--- src/rtl/add_seq_pkg.sv ---
// Shared types and constants for the nibble-serial add/subtract controller.
package add_seq_pkg;

    localparam int NIBBLE_W = 4;

    typedef enum logic [1:0] {
        IDLE = 2'd0,
        RUN  = 2'd1,
        DONE = 2'd2
    } state_t;

endpackage

--- src/rtl/adder_4b.sv ---
// 4-bit ripple adder slice: the only arithmetic datapath of add_seq_ctrl.
module adder_4b (
    input  logic [3:0] A,
    input  logic [3:0] B,
    input  logic       Cin,
    output logic [3:0] S,
    output logic       Cout
);

    logic [4:0] total;

    always_comb begin
        total = {1'b0, A} + {1'b0, B} + {4'b0000, Cin};
        S     = total[3:0];
        Cout  = total[4];
    end

endmodule

--- src/rtl/add_seq_ctrl.sv ---
// Sequential nibble-serial adder: one nibble per clock through a shared adder_4b.
// Optional build macro ADD_SEQ_SUB_EN adds a 'sub' input selecting A - B.
module add_seq_ctrl
    import add_seq_pkg::*;
#(
    parameter int WORDS = 4
) (
    input  logic                    clk,
    input  logic                    rst,
    input  logic                    start,
    input  logic [NIBBLE_W*WORDS-1:0] op_a,
    input  logic [NIBBLE_W*WORDS-1:0] op_b,
    input  logic                    cin,
`ifdef ADD_SEQ_SUB_EN
    input  logic                    sub,
`endif
    output logic                    busy,
    output logic                    done,
    output logic [NIBBLE_W*WORDS-1:0] sum,
    output logic                    cout
);

    localparam int W  = NIBBLE_W * WORDS;
    localparam int IW = $clog2(WORDS);
    localparam logic [IW-1:0] LAST = IW'(WORDS - 1);

    state_t            state;
    logic [W-1:0]      a_reg;
    logic [W-1:0]      b_reg;
    logic              carry;
    logic [IW-1:0]     idx;

    logic              sub_sel;
    logic [NIBBLE_W-1:0] a_nib;
    logic [NIBBLE_W-1:0] b_nib;
    logic [NIBBLE_W-1:0] s_nib;
    logic              c_nib;

    always_comb begin
`ifdef ADD_SEQ_SUB_EN
        sub_sel = sub;
`else
        sub_sel = 1'b0;
`endif
    end

    always_comb begin
        a_nib = a_reg[int'(idx)*NIBBLE_W +: NIBBLE_W];
        b_nib = b_reg[int'(idx)*NIBBLE_W +: NIBBLE_W];
    end

    adder_4b u_adder (
        .A    (a_nib),
        .B    (b_nib),
        .Cin  (carry),
        .S    (s_nib),
        .Cout (c_nib)
    );

    // Subtraction is folded in at capture time (invert B, force carry-in),
    // so the RUN datapath is identical for both operations.
    always_ff @(posedge clk) begin
        if (rst) begin
            state <= IDLE;
            busy  <= 1'b0;
            done  <= 1'b0;
            sum   <= '0;
            cout  <= 1'b0;
            idx   <= '0;
            carry <= 1'b0;
            a_reg <= '0;
            b_reg <= '0;
        end else begin
            case (state)
                IDLE: begin
                    if (start) begin
                        a_reg <= op_a;
                        b_reg <= sub_sel ? ~op_b : op_b;
                        carry <= sub_sel ? 1'b1 : cin;
                        sum   <= '0;
                        cout  <= 1'b0;
                        idx   <= '0;
                        busy  <= 1'b1;
                        state <= RUN;
                    end
                end
                RUN: begin
                    sum[int'(idx)*NIBBLE_W +: NIBBLE_W] <= s_nib;
                    carry <= c_nib;
                    if (idx == LAST) begin
                        cout  <= c_nib;
                        idx   <= '0;
                        busy  <= 1'b0;
                        done  <= 1'b1;
                        state <= DONE;
                    end else begin
                        idx <= idx + 1'b1;
                    end
                end
                DONE: begin
                    done  <= 1'b0;
                    state <= IDLE;
                end
                default: begin
                    busy  <= 1'b0;
                    done  <= 1'b0;
                    state <= IDLE;
                end
            endcase
        end
    end

endmodule

--- config.mk ---
export PLATFORM = sky130hd
export DESIGN_NAME = add_seq_ctrl
export DESIGN_NICKNAME = d
export VERILOG_FILES = /design/src/rtl/add_seq_pkg.sv /design/src/rtl/adder_4b.sv /design/src/rtl/add_seq_ctrl.sv
export SDC_FILE = /design/constraint.sdc
export NUM_CORES = 1
export LEC_CHECK = 0
export CORE_MARGIN = 2
export CORE_UTILIZATION = 50
export CTS_CLUSTER_SIZE = 30
export DETAILED_ROUTE_END_ITERATION = 10
export GPL_ROUTABILITY_DRIVEN = 0
export PLACE_DENSITY = 0.77
export SLEW_MARGIN = 0
export SYNTH_ARGS = -nofsm -noshare
export SYNTH_HDL_FRONTEND = slang
export SYNTH_HIERARCHICAL = 1
export SYNTH_SLANG_ARGS = --single-unit
--- constraint.sdc ---
create_clock -name clk -period 3.21 [get_ports clk]
set_input_delay 0.4815 -clock clk [delete_from_list [all_inputs] [get_ports clk]]
set_output_delay 0.4815 -clock clk [all_outputs]
set_load 0.1 [all_outputs]
==> out/summary.txt, run 1 <==
Mapped Nets -> 316
First-pass GRT wire length -> 9020 µm
Max-cap viol count -> 0
Met2 Use GR -> 35.3%
TritonCTS clock tree -> yes
Pwr Total -> 1.47 mW
Clk_lat worst skew -> 0.31 ns
Core area -> 4750 µm²
Fmax -> 390 MHz
Share of total power in sequential cells -> 50.8%
Maximum clock path buffer count -> 2
Die height -> 74.4 µm
Post-DP HPWL -> 3860 µm
Total number of yosys warnings -> 6
Critical path peak fanout -> 7
Clk pwr share -> 33.9%
Post-CTS Setup Bufs -> 0
Post-route cell area -> 3170 µm²
Clock root buffer -> clkbuf_8
Hold path startpoint -> b_reg[13]
Vias in the first global route -> 1990
Switching power total -> 0.363 mW
Ant. Diodes -> 0
Post-synthesis cell type count -> 36
Post-synth top area cell -> dfxtp_1
Final Max Slew Viols -> 0
Relative slew slack -> 35.0%
Drt wl/cell -> 13.6 µm
Worst r2r src -> idx[0]
Fin. Hold Viols -> 0
Cell internal pwr -> 1.11 mW
Arrival @ worst endpoint -> 2.77 ns
Antenna violations before repair -> 0
Share of layout cells above drive strength 1 -> 10.4%
Post-Syn Area -> 2480 µm²
Layout Skew -> 0.00615 ns
R2r endpoint -> carry
Met1 usage -> 26.9%
Ranking of synthesized cells by area -> dfxtp_1 45%, nand2_1 10%, a21oi_1 7.9%
CTS Buf Count -> 5
Critical Path Sink Type -> flop
Largest net degree at the start of global routing -> 34
Final worst path period share -> 79.9%
Hold Crit Class -> reg2reg
Die area -> 5540 µm²
WS Path Type -> reg2reg
R2R Setup Slk -> 0.65 ns
Hold path cells -> 2
Total GRT Usage -> 21.3%
Via density -> 5.21
Post-synth top area share -> 45.2%
Static Leak -> 1.19 nW
Startpoint types -> flop
DR pass1 iterations -> 6
DR vias -> 2001
Port Buffer Count -> 54
Chip Width -> 74.4 µm
RSZ-0062 raised after global routing -> false
Final antenna-violating net count -> 0
Slew @ Worst Pin -> 0.972 ns
# clock sinks -> 56
Status -> complete, no violations
Grt ovf -> 0
Hold Worst Slack -> 0.462 ns
Cts repair resizes -> 0
Most frequent cells in the layout -> 66 x nand2_1, 56 x dfxtp_1, 48 x clkdlybuf4s50_1, 39 x a21oi_1, 10 x inv_1
Most common cell after layout, fill and taps aside -> nand2_1
Synthesized area per cell -> 9.22 µm²
Combinational power share -> 15.2%
Top Ports -> 55
Initial Utilization -> 52.2%
Minimum clock period after layout -> 2.56 ns
#FFs+latches synth -> 56
Met3 usage -> 4.74%
Hold_buf cts -> 0
Worst-path clk slew -> 0.10 ns
Mapped Cells -> 269
Sequential fraction of the synthesis area -> 45.2%
P&R area growth vs syn -> 27.8%
H-tree levels -> 2
Cell Rows -> 25
Final setup TNS -> 0 ns
# DRC -> 0
Sw Share -> 24.7%
R2R cell count -> 8
Peak supply drop -> 0.320 mV
DR iter-0 viols -> 105
P per Cell Area -> 464 nW/µm²
Final setup viols -> 0
Post-DP Area -> 3040 µm²
NumNets Final -> 363
Final WL -> 5220 µm
Most crowded layer after global routing -> met2
Worst Hold End -> b_reg[13]
Data required, critical path -> 3.42 ns
## layer usage
layer / wire (µm) / up-vias
met5: 0 / -
met4: 113 / 0
met3: 205 / 13
met2: 2520 / 53
met1: 2380 / 914
li1: - / 1021
## cell type report
class                           instances  area, µm²
Inverter                               10       37.5
Multi-Input combinational cell        186       1250
Fill cell                             411       1580
Clock inverter                          1       30.0
Timing Repair Buffer                   57        548
Clock buffer                            7       96.3
Sequential cell                        56       1120
Tap cell                               67       83.8
## synth_stat cells, drive strengths merged
cell type,instances
and3,1
mux2,4
nand2b,5
a22o,8
mux2i,1
fa,2
nand3b,1
a21oi,40
inv,10
nor2,4
xnor2,2
or3b,3
nor3,3
nor4,1
mux4,8
a21o,1
ha,9
buf,9
o21bai,1
nand3,2
o21ai,3
a2bb2oi,1
nor4bb,1
nor3b,2
o2bb2ai,8
nand2,66
dfxtp,56
clkbuf,8
o311a,1
a22oi,1
a31oi,1
nor2b,6
## power groups by stage
stage / clock, mW / combinational, mW / sequential, mW
after CTS: 0.502 / 0.225 / 0.748
after floorplan: 0 / 0.131 / 0.775
after detailed placement: 0 / 0.223 / 0.764
after global placement: 0 / 0.220 / 0.763
final: 0.499 / 0.224 / 0.748
after global routing: 0.529 / 0.248 / 0.752
## per-stage QoR
stage,setup slack (ns),std cells,utilization (%)
global route,0.508,384,66.7
CTS,0.624,384,66.7
finish,0.646,384,66.7
detailed placement,0.640,376,64.0
global placement,0.719,376,64.0
floorplan,0.682,269,-
## worst max-delay path by stage
| stage | end | depth (start not counted) | slack (ns) | from |
|---|---|---|---|---|
| after floorplan | carry | 9 | 0.68 | idx[0] |
| final | carry | 8 | 0.65 | idx[0] |
| after global placement | carry | 8 | 0.72 | idx[0] |
| after global routing | carry | 8 | 0.51 | idx[0] |
| after CTS | carry | 8 | 0.62 | idx[0] |
| after detailed placement | carry | 8 | 0.64 | idx[0] |
## kinds of logic (layout without fill, tap and decap cells)
kind of cell	after synthesis	after routing	share of synthesized area, %
flip-flops	56	56	45.2
buffers and inverters	27	75	4.54
AND/OR/NAND/NOR	95	95	17.5
adder cells (fa/ha/maj)	11	11	6.15
multiplexers	13	13	9.48
XOR/XNOR	2	2	0.706
AO/OA/AOI/OAI	65	65	16.4
## worst max-delay path: stages (launching register included)
cell and delay [ns]:
dfxtp_1 0.54, mux4_2 0.57, fa_1 0.45, inv_1 0.08, fa_1 0.20, nor2b_1 0.05, o21ai_0 0.15, nand2b_1 0.11
o311a_1 0.30
No activity file was read; power rests on OpenSTA's default activity.
==> run 2, diff against run 1 <==
==> constraint.sdc (replaced) <==
create_clock -name clk -period 2.5 [get_ports clk]
set_input_delay 0.375 -clock clk [delete_from_list [all_inputs] [get_ports clk]]
set_output_delay 0.375 -clock clk [all_outputs]
set_load 0.1 [all_outputs]
==> out/summary.txt, run 2 (synthesis gave the netlist of run 1 again) <==
Fin. Hold Viols -> 0 (unchanged)
# DRC -> 0 (unchanged)
Max-cap viol count -> 0 (unchanged)
Most common cell after layout, fill and taps aside -> nand2_1 (unchanged)
DR iter-0 viols -> 90 (was 105)
Core area -> 4750 µm² (unchanged)
Static Leak -> 1.25 nW (was 1.19 nW)
RSZ-0062 raised after global routing -> false (unchanged)
Startpoint types -> flop (unchanged)
TritonCTS clock tree -> yes (unchanged)
Maximum clock path buffer count -> 2 (unchanged)
P per Cell Area -> 595 nW/µm² (was 464 nW/µm²)
Layout Skew -> 0.00449 ns (was 0.00615 ns)
Minimum clock period after layout -> 2.38 ns (was 2.56 ns)
R2r endpoint -> carry (unchanged)
Status -> complete, no violations (unchanged)
Die area -> 5540 µm² (unchanged)
Hold Crit Class -> reg2reg (unchanged)
Initial Utilization -> 52.2% (unchanged)
Worst r2r src -> idx[0] (unchanged)
CTS Buf Count -> 5 (unchanged)
DR pass1 iterations -> 5 (was 6)
Drt wl/cell -> 13.3 µm (was 13.6 µm)
Chip Width -> 74.4 µm (unchanged)
Port Buffer Count -> 54 (unchanged)
Critical path peak fanout -> 4 (was 7)
Post-DP Area -> 3050 µm² (was 3040 µm²)
First-pass GRT wire length -> 8930 µm (was 9020 µm)
Pwr Total -> 1.89 mW (was 1.47 mW)
Post-route cell area -> 3180 µm² (was 3170 µm²)
Critical Path Sink Type -> flop (unchanged)
Final setup viols -> 0 (unchanged)
Non-Filler Instances -> 389 (was 384)
R2R cell count -> 8 (unchanged)
NumNets Final -> 368 (was 363)
Via density -> 5.21 (about the same)
Grt ovf -> 0 (unchanged)
# clock sinks -> 56 (unchanged)
Hold path cells -> 2 (unchanged)
Antenna violations before repair -> 0 (unchanged)
Hold path startpoint -> b_reg[7] (was b_reg[13])
Vias in the first global route -> 1981 (was 1990)
Slew @ Worst Pin -> 0.639 ns (was 0.972 ns)
P&R area growth vs syn -> 28.0% (was 27.8%)
Share of layout cells above drive strength 1 -> 16.1% (was 10.4%)
Inst Count DP -> 381 (was 376)
Clock root buffer -> clkbuf_8 (unchanged)
Relative slew slack -> 57.4% (was 35.0%)
Arrival @ worst endpoint -> 2.59 ns (was 2.77 ns)
Largest net degree at the start of global routing -> 34 (unchanged)
Data required, critical path -> 2.71 ns (was 3.42 ns)
Post-DP HPWL -> 3860 µm (about the same)
Die height -> 74.4 µm (unchanged)
DP Worst Slack -> 0.0807 ns (was 0.640 ns)
Final WS setup -> 0.116 ns (was 0.646 ns)
Peak supply drop -> 0.390 mV (was 0.320 mV)
R2R Setup Slk -> 0.12 ns (was 0.65 ns)
Total GRT Usage -> 21.0% (was 21.3%)
Ant. Diodes -> 0 (unchanged)
Final WL -> 5160 µm (was 5220 µm)
WS Path Type -> reg2reg (unchanged)
Fmax -> 420 MHz (was 390 MHz)
Final core utilization -> 66.8% (was 66.7%)
Final setup TNS -> 0 ns (unchanged)
DR vias -> 2025 (was 2001)
Top Ports -> 55 (unchanged)
Hold Worst Slack -> 0.460 ns (was 0.462 ns)
Clk_lat worst skew -> 0.31 ns (about the same)
Worst-path clk slew -> 0.09 ns (was 0.10 ns)
Hold_buf cts -> 0 (unchanged)
Cell Rows -> 25 (unchanged)
Worst Hold End -> b_reg[7] (was b_reg[13])
Final worst path period share -> 95.3% (was 79.9%)
Post-CTS Setup Bufs -> 0 (unchanged)
Final antenna-violating net count -> 0 (unchanged)
Most frequent cells in the layout -> 66 x nand2_1, 55 x dfxtp_1, 39 x a21oi_1, 35 x clkdlybuf4s50_1, 27 x buf_4 (was 66 x nand2_1, 56 x dfxtp_1, 48 x clkdlybuf4s50_1, 39 x a21oi_1, 10 x inv_1)
H-tree levels -> 2 (unchanged)
Final Max Slew Viols -> 0 (unchanged)
[run 2: critical path, cell delays in order, from the launching register on]
cell	delay, ns
dfxtp_2	0.38
mux4_2	0.53
fa_1	0.47
inv_1	0.09
fa_1	0.20
nor2b_1	0.05
o21ai_0	0.16
nand2b_1	0.11
o311a_1	0.29
[run 2: power breakdown]
part | leakage [nW] | switching (mW) | total, mW | internal [mW]
registers | 0.458 | 0.0268 | 0.956 | 0.930
logic | 0.725 | 0.154 | 0.296 | 0.143
clock network | 0.0645 | 0.284 | 0.637 | 0.354
[run 2: repair_timing]
item                                    4_1_cts  5_1_grt
endpoints found under the setup margin        0        5
endpoints found under the hold margin         0        0
gates resized for setup                       0        1
[run 2: cell type report]
cell class / count / area (µm²)
fillers: 410 / 1580
multi-input cells: 186 / 1250
flip-flops and latches: 56 / 1120
repair buffers: 62 / 553
clock buffers: 7 / 96.3
well taps: 67 / 83.8
inverters: 10 / 37.5
clock inverters: 1 / 30.0
[run 2: worst max path at each step]
stage               cells past startpoint  slack (ns)   start  endpoint
floorplan                               9        0.04  idx[0]     carry
global placement                        8        0.17  idx[0]     carry
detailed placement                      8        0.08  idx[0]     carry
CTS                                     8        0.05  idx[0]     carry
global route                            8        0.02  idx[0]     carry
finish                                  8        0.12  idx[0]     carry
[run 2: routing by layer]
| metal | vias to the layer above | part of all wire [%] | GRT usage [%] |
|---|---|---|---|
| met5 | - | 0 | 0 |
| met4 | 0 | 1.5 | 6.55 |
| met3 | 8 | 4.4 | 4.88 |
| met2 | 54 | 49 | 35.7 |
| met1 | 933 | 45 | 26.5 |
| li1 | 1030 | - | - |
==> run 3, diff against run 2 <==
--- a/config.mk
+++ b/config.mk
@@ -10,6 +10,7 @@
 export CTS_CLUSTER_SIZE = 30
 export DETAILED_ROUTE_END_ITERATION = 10
 export GPL_ROUTABILITY_DRIVEN = 0
+export MAX_ROUTING_LAYER = met4
 export PLACE_DENSITY = 0.77
 export SLEW_MARGIN = 0
 export SYNTH_ARGS = -nofsm -noshare
==> out/summary.txt, run 3 (synthesis gave the netlist of run 1 again) <==
Peak supply drop -> 0.389 mV (was 0.390 mV)
Critical path peak fanout -> 4 (unchanged)
First-pass GRT wire length -> 8940 µm (was 8930 µm)
Clock root buffer -> clkbuf_8 (unchanged)
Cell internal pwr -> 1.43 mW (about the same)
Status -> complete, no violations (unchanged)
WS Path Type -> reg2reg (unchanged)
Die area -> 5540 µm² (unchanged)
Sw Share -> 24.6% (about the same)
Top Ports -> 55 (unchanged)
Final core utilization -> 66.8% (unchanged)
Die height -> 74.4 µm (unchanged)
Largest net degree at the start of global routing -> 34 (unchanged)
Relative slew slack -> 56.6% (was 57.4%)
Share of layout cells above drive strength 1 -> 16.1% (unchanged)
Slew @ Worst Pin -> 0.651 ns (was 0.639 ns)
Layout Skew -> 0.00570 ns (was 0.00449 ns)
Antenna violations before repair -> 0 (unchanged)
Via density -> 5.17 (was 5.21)
M1 wire length -> 2350 µm (was 2330 µm)
TritonCTS clock tree -> yes (unchanged)
Grt ovf -> 0 (unchanged)
Total GRT Usage -> 21.7% (was 21.0%)
Most common cell after layout, fill and taps aside -> nand2_1 (unchanged)
Clk pwr share -> 33.8% (was 33.7%)
DR pass1 iterations -> 4 (was 5)
Most frequent cells in the layout -> 66 x nand2_1, 55 x dfxtp_1, 39 x a21oi_1, 35 x clkdlybuf4s50_1, 27 x buf_4 (unchanged)
DR iter-0 viols -> 96 (was 90)
Share of total power in sequential cells -> 50.6% (about the same)
Top layer in use -> met4 (unchanged)
Met2 WL -> 2510 µm (was 2520 µm)
Hold Crit Class -> reg2reg (unchanged)
Sequential cell area -> 1120 µm² (unchanged)
Pwr Total -> 1.89 mW (about the same)
DR vias -> 2012 (was 2025)
Fmax -> 419 MHz (was 420 MHz)
Core area -> 4750 µm² (unchanged)
Final Max Slew Viols -> 0 (unchanged)
Switching power total -> 0.466 mW (was 0.464 mW)
Ant. Diodes -> 0 (unchanged)
# clock sinks -> 56 (unchanged)
Final setup viols -> 0 (unchanged)
H-tree levels -> 2 (unchanged)
Data required, critical path -> 2.71 ns (about the same)
Fin. Hold Viols -> 0 (unchanged)
Clk_lat worst skew -> 0.31 ns (about the same)
Initial Utilization -> 52.2% (unchanged)
Drt wl/cell -> 13.3 µm (about the same)
Max-cap viol count -> 0 (unchanged)
Chip Width -> 74.4 µm (unchanged)
Combinational power share -> 15.7% (about the same)
CTS Buf Count -> 5 (unchanged)
Maximum clock path buffer count -> 2 (unchanged)
Multi-input gate area -> 1250 µm² (unchanged)
NumNets Final -> 368 (unchanged)
Final WS setup -> 0.114 ns (was 0.116 ns)
Critical Path Sink Type -> flop (unchanged)
Final worst path period share -> 95.4% (was 95.3%)
RSZ-0062 raised after global routing -> false (unchanged)
Minimum clock period after layout -> 2.39 ns (was 2.38 ns)
DP Worst Slack -> 0.0807 ns (unchanged)
Vias in the first global route -> 1983 (was 1981)
Cell Rows -> 25 (unchanged)
Met3 WL post-DR -> 225 µm (was 229 µm)
Post-DP HPWL -> 3860 µm (unchanged)
Port Buffer Count -> 54 (unchanged)
Final setup TNS -> 0 ns (unchanged)
P per Cell Area -> 595 nW/µm² (about the same)
Arrival @ worst endpoint -> 2.59 ns (about the same)
Fillers -> 410 (unchanged)
P&R area growth vs syn -> 28.0% (unchanged)
Final antenna-violating net count -> 0 (unchanged)
# DRC -> 0 (unchanged)
Static Leak -> 1.25 nW (unchanged)
Worst-path clk slew -> 0.09 ns (about the same)
Final WL -> 5160 µm (about the same)
Startpoint types -> flop (unchanged)
## run 3: cell counts in the layout (fill, tap and decap cells not counted)
Identical to the previous run, type by type.
## run 3: routing by layer
metal / global-route usage, % / vias to the layer above
met1: 26.6 / 920
met4: 6.55 / 0
met2: 35.6 / 52
met5: - / -
met3: 4.88 / 9
li1: - / 1031
## run 3: worst paths after layout
path | startpoint | endpoint | slack (ns) | depth (start not counted)
setup / recovery | idx[0] | carry | 0.11 | 8
hold reg to reg | b_reg[7] | b_reg[7] | 0.46 | 2
hold / removal | b_reg[7] | b_reg[7] | 0.46 | 2
setup reg to reg | idx[0] | carry | 0.11 | 8
## run 3: power by group through the flow
stage	Clock, mW	Sequential (mW)	Combinational (mW)
after floorplan	0	0.996	0.169
after global placement	0	0.977	0.290
after detailed placement	0	0.978	0.295
after CTS	0.651	0.957	0.298
after global routing	0.678	0.962	0.330
final	0.639	0.956	0.296
## run 3: area by class of cell
| type | instances | area share (%) |
|---|---|---|
| multi-input cells | 186 | 39.5 |
| flip-flops and latches | 56 | 35.3 |
| repair buffers | 62 | 17.4 |
| clock buffers | 7 | 3.03 |
| well taps | 67 | 2.64 |
| inverters | 10 | 1.18 |
| clock inverters | 1 | 0.945 |
## run 3: stage by stage
| step | cell area (µm²) | hold slack [ns] | instances |
|---|---|---|---|
| 6_report | 3180 | 0.460 | 389 |
| 5_1_grt | 3180 | 0.481 | 389 |
| 2_1_floorplan | 2480 | 0.433 | 269 |
| 3_5_place_dp | 3050 | 0.446 | 381 |
| 3_3_place_gp | 3050 | 0.440 | 381 |
| 4_1_cts | 3180 | 0.459 | 389 |
## run 3: repair_timing
action                                 CTS  global route
hold buffers                             0             0
setup endpoints to repair                0             5
resized for setup                        0             1
setup buffers                            0             0
endpoints found under the hold margin    0             0
## run 3: critical path: stages, from the launching register on
cell      delay (ns)
dfxtp_2         0.38
mux4_2          0.53
fa_1            0.47
inv_1           0.09
fa_1            0.20
nor2b_1         0.05
o21ai_0         0.16
nand2b_1        0.11
o311a_1         0.29
